### src/rtl/time_of_day_counter.sv
// 24-hour BCD time-of-day counter driven by the rising edges of the divider's tick output.
// The FSM runs the clock or lets the user set the hours and minutes with button pulses.
module time_of_day_counter #(
    parameter int SYNC_STAGES = 2
) (
    input  logic       clock,
    input  logic       reset,
    input  logic       tick_in,
    input  logic       run,
    input  logic       set_mode,
    input  logic       inc_min,
    input  logic       inc_hr,
    output logic [1:0] hr_tens,
    output logic [3:0] hr_ones,
    output logic [2:0] min_tens,
    output logic [3:0] min_ones,
    output logic [2:0] sec_tens,
    output logic [3:0] sec_ones,
    output logic       sec_pulse,
    output logic       midnight,
    output logic       setting
);

    typedef enum logic {RUNNING, SETTING} state_t;

    state_t state;

    logic [SYNC_STAGES-1:0] sync_q;
    logic                   hist;
    logic                   tick_evt;

    logic       sec_wrap;
    logic       min_wrap;
    logic       hr_wrap;
    logic [2:0] sec_tens_nx;
    logic [3:0] sec_ones_nx;
    logic [2:0] min_tens_nx;
    logic [3:0] min_ones_nx;
    logic [1:0] hr_tens_nx;
    logic [3:0] hr_ones_nx;

    // Flops reset high because the divider output is high after its own reset.
    always_ff @(posedge clock) begin
        if (reset) begin
            sync_q <= '1;
            hist   <= 1'b1;
        end else begin
            sync_q <= {sync_q[SYNC_STAGES-2:0], tick_in};
            hist   <= sync_q[SYNC_STAGES-1];
        end
    end

    assign tick_evt = sync_q[SYNC_STAGES-1] & ~hist;

    always_comb begin
        sec_wrap    = (sec_tens == 3'd5) && (sec_ones == 4'd9);
        min_wrap    = (min_tens == 3'd5) && (min_ones == 4'd9);
        hr_wrap     = (hr_tens == 2'd2) && (hr_ones == 4'd3);

        sec_ones_nx = (sec_ones == 4'd9) ? 4'd0 : sec_ones + 4'd1;
        sec_tens_nx = sec_tens;
        if (sec_ones == 4'd9)
            sec_tens_nx = (sec_tens == 3'd5) ? 3'd0 : sec_tens + 3'd1;

        min_ones_nx = (min_ones == 4'd9) ? 4'd0 : min_ones + 4'd1;
        min_tens_nx = min_tens;
        if (min_ones == 4'd9)
            min_tens_nx = (min_tens == 3'd5) ? 3'd0 : min_tens + 3'd1;

        hr_tens_nx  = hr_tens;
        hr_ones_nx  = hr_ones + 4'd1;
        if (hr_wrap) begin
            hr_tens_nx = 2'd0;
            hr_ones_nx = 4'd0;
        end else if (hr_ones == 4'd9) begin
            hr_tens_nx = hr_tens + 2'd1;
            hr_ones_nx = 4'd0;
        end
    end

    // Entering SETTING takes priority over a tick arriving on the same edge.
    always_ff @(posedge clock) begin
        if (reset) begin
            state     <= RUNNING;
            setting   <= 1'b0;
            sec_pulse <= 1'b0;
            midnight  <= 1'b0;
            hr_tens   <= 2'd0;
            hr_ones   <= 4'd0;
            min_tens  <= 3'd0;
            min_ones  <= 4'd0;
            sec_tens  <= 3'd0;
            sec_ones  <= 4'd0;
        end else begin
            sec_pulse <= 1'b0;
            midnight  <= 1'b0;
            case (state)
                RUNNING: begin
                    if (set_mode) begin
                        state    <= SETTING;
                        setting  <= 1'b1;
                        sec_tens <= 3'd0;
                        sec_ones <= 4'd0;
                    end else if (tick_evt && run) begin
                        sec_pulse <= 1'b1;
                        sec_tens  <= sec_tens_nx;
                        sec_ones  <= sec_ones_nx;
                        if (sec_wrap) begin
                            min_tens <= min_tens_nx;
                            min_ones <= min_ones_nx;
                            if (min_wrap) begin
                                hr_tens  <= hr_tens_nx;
                                hr_ones  <= hr_ones_nx;
                                midnight <= hr_wrap;
                            end
                        end
                    end
                end
                SETTING: begin
                    if (!set_mode) begin
                        state   <= RUNNING;
                        setting <= 1'b0;
                    end
                    if (inc_min) begin
                        min_tens <= min_tens_nx;
                        min_ones <= min_ones_nx;
                    end
                    if (inc_hr) begin
                        hr_tens <= hr_tens_nx;
                        hr_ones <= hr_ones_nx;
                    end
                end
            endcase
        end
    end

endmodule

### config.mk
export PLATFORM = sky130hd
export DESIGN_NAME = time_of_day_counter
export DESIGN_NICKNAME = d
export VERILOG_FILES = /design/src/rtl/time_of_day_counter.sv
export SDC_FILE = /design/constraint.sdc
export NUM_CORES = 1
export LEC_CHECK = 0
export ABC_AREA = 1
export BUFFER_PORTS_ARGS = -buffer_cell sky130_fd_sc_hd__buf_2
export CAP_MARGIN = 20
export CORE_MARGIN = 4
export CORE_UTILIZATION = 30
export DETAILED_ROUTE_END_ITERATION = 8
export SLEW_MARGIN = 20
export SYNTH_ARGS = -nofsm -noshare
export SYNTH_HDL_FRONTEND = slang
export SYNTH_SLANG_ARGS = --single-unit
export TNS_END_PERCENT = 10
### constraint.sdc
create_clock -name clock -period 1.9 [get_ports clock]
set_input_delay 0.19 -clock clock [delete_from_list [all_inputs] [get_ports clock]]
set_output_delay 0.19 -clock clock [all_outputs]
set_load 0.02 [all_outputs]
==> results.py <==
metrics = {
    "min_path": {
        "hp-start": "tick_in",
        "holdPathStages": 2,
        "worstHoldEndpoint": "sync_q[0]",
        "holdCritPathClass": "in2reg",
    },
    "cells_and_area": {
        "multiInputGateArea_um2": 744.5,
        "final-instance-count-excl-fill": 282,
        "final_common_cell": "nand2_1",
        "layout_common_cells": "nand2_1 (41), buf_2 (29), dfxtp_1 (27), nor2_1 (22)",
        "antenna_cells": 0,
        "syn_to_final_growth_pct": 18.46,
        "n_fill_cell": 478,
        "regArea_um2": 540.5,
        "final_nets": 242,
        "final_area_um2": 1638,
        "drive_above_1_share_pct": 22.61,
    },
    "synth": {
        "synth_seq_cells": 27,
        "ys_warn_count": 0,
        "yosysSeqAreaShare_pct": 39.10,
        "syn_inst": 198,
        "syn-num-nets": 209,
        "syn_avg_cell_area_um2": 6.983,
        "synth_cell_type_count": 24,
        "syn_area_um2": 1383,
    },
    "cts": {
        "clock-sinks": 27,
        "cts_buffer_depth": 2,
        "clockRootBuffer": "clkbuf_8",
        "clkLatencyLatePin_ns": 0.27,
        "cts-buffers-inserted": 3,
        "cts_resized": 0,
        "h-tree-depth": 1,
        "cts_tree": "built",
        "cts_setup_buffers": 0,
        "clkSlewWorstSetupHoldPaths_ns": 0.09,
        "ctsHoldBuffers": 0,
    },
    "drt": {
        "drtIter0Drc": 34,
        "postRouteAntennaNets": 0,
        "viasPerCell": 4.567,
        "drc": 0,
        "dr_total_vias": 1288,
        "dr.pass1.iters": 4,
        "drt_wl_total_mm": 3.020,
        "wl_per_cell_um": 10.71,
    },
    "floorplanning": {
        "start_util_pct": 31.32,
        "dieArea_um2": 5759,
        "core_um2": 4414,
        "die_h_um": 75.89,
        "placementRows": 24,
        "pin_count": 30,
        "die_w_um": 75.89,
    },
    "flow_run": {
        "max_cap_viol_count": 0,
    },
    "status": {
        "run_status": "complete, no violations",
    },
    "worst_setup_path": {
        "r2r_slack_ns": 0.47,
        "worstRegToRegCells": 6,
        "crit_top_cell": "a21oi_1",
        "worstPathMaxFanout": 6,
        "critPathSlowestCell": "dfxtp_1",
        "r2r_end": "hr_tens[0]",
        "critPathMaxStageDelay_ns": 0.42,
        "path_cells": "ha_1 -> nand4_1 -> a21oi_1 -> nand3_1 -> a21oi_1 -> nor2_1",
        "worstPathArrival_ns": 1.61,
        "crit_required_ns": 2.08,
        "critPathKind": "reg2reg",
        "worst-path-buf-inv": 0,
        "regToRegStartpoint": "hr_ones[0]",
        "critPathLaunchType": "flop",
        "cp_top_family": "flip-flops",
        "critPathCaptureType": "flop",
    },
    "placement": {
        "placed_area_um2": 1593,
        "place_congestion": 0.7818,
        "place_hpwl_mm": 2.341,
        "numPlacedInstances": 278,
        "portBuffers": 29,
    },
    "sta": {
        "setup_tns_ns": 0,
        "finalCriticalPeriod_ns": 1.432,
        "rsz0062_at_grt": "no",
        "finalCritPeriodShare_pct": 75.36,
        "setup_viol": 0,
        "slew_viol_final": 0,
        "finalHoldWorstSlack_ns": 0.08861,
        "tightest_slew_ns": 0.4739,
        "slew_headroom_pct": 68.37,
        "hold_viol_final": 0,
        "final.setup_skew_ns": 0.001453,
        "max_clock_freq_mhz": 698.4,
    },
    "global_route": {
        "grt_usage_pct": 12.20,
        "antenna_found_initial": 0,
        "grt_pass1_vias": 1265,
        "grt_max_degree": 16,
        "grt_overflow": 0,
        "grt_pass1_wl_mm": 5.464,
    },
    "power": {
        "p_per_area_nw_per_um2": 618.2,
        "p_leak_nw": 0.7041,
        "ir_drop_mv": 0.2361,
    },
}
## synthesized netlist by cell type
cell | n | area share, %
nand2_1 | 41 | 11
dfxtp_1 | 27 | 39
nor2_1 | 22 | 6.0
a21oi_1 | 21 | 7.6
inv_1 | 21 | 5.7
nand3_1 | 15 | 5.4
o21ai_0 | 10 | 3.6
nand4_1 | 7 | 3.2
or2_2 | 5 | 2.3
ha_1 | 4 | 3.6
nor3_1 | 4 | 1.4
inv_2 | 3 | 0.81
nand2_2 | 3 | 1.4
nor2_2 | 3 | 1.4
clkbuf_1 | 2 | 0.54
nor2_4 | 2 | 1.6
nand2_4 | 1 | 0.81
nand3_2 | 1 | 0.72
nand3_4 | 1 | 1.3
nor4_1 | 1 | 0.45
o21ai_1 | 1 | 0.36
o21bai_1 | 1 | 0.54
or2_0 | 1 | 0.45
xor2_1 | 1 | 0.63
## worst register-to-register path: stages (launching register included)
cell and delay [ns]:
dfxtp_1 0.42, ha_1 0.23, nand4_1 0.16, a21oi_1 0.20
nand3_1 0.13, a21oi_1 0.14, nor2_1 0.05
## per-layer routing
layer	GRT usage [%]	share of wire, %
met5	0	0
met4	4.660	1.6
met3	2.111	4.7
met2	18.54	42
met1	17.10	51
## state kept, by name, indices dropped and copies added, names as in the netlist, 2 cells and up
register	cells
sync_q	2
min_ones	4
hr_ones	4
min_tens	3
hr_tens	2
sec_tens	3
sec_ones	4
## final cells by class
type                    instances  share of cell area, %
repair buffers                 30                  9.320
multi-input cells             145                  45.45
inverters                      24                  5.500
clock buffers                   4                  2.750
flip-flops and latches         27                  33.00
well taps                      52                  3.973
## metrics by stage
step	utilization (%)	power (mW)	setup slack [ns]
finish	37.10	1.012	0.4681
global route	37.10	1.066	0.2321
CTS	37.10	1.020	0.4598
detailed placement	36.08	0.6951	0.4780
global placement	36.08	0.6941	0.4804
floorplan	-	0.6638	0.4608
## worst max-delay path by stage
stage	cells past startpoint	startpoint	endpoint	slack, ns
floorplan	6	hr_ones[0]	hr_tens[0]	0.46
global placement	6	hr_ones[0]	hr_tens[0]	0.48
detailed placement	8	sec_tens[1]	min_tens[2]	0.48
CTS	8	sec_tens[1]	min_tens[2]	0.46
global route	9	min_ones[0]	hr_ones[0]	0.23
finish	6	hr_ones[0]	hr_tens[0]	0.47
## where the power goes
part,internal [mW],switching (mW)
logic,0.0314,0.0640
registers,0.576,0.00907
clock network,0.150,0.181
total,0.758,0.254
## cell families after synthesis
kind of cell / after synthesis / share of synthesized area, %
adders and majority gates: 4 / 3.620
AOI/OAI and AO/OA: 33 / 12.13
buffers and inverters: 26 / 7.059
DFF: 27 / 39.10
xor gates and xnor gates: 1 / 0.6336
and+or+nand+nor: 107 / 37.47
(Power assumes the default switching activity.)
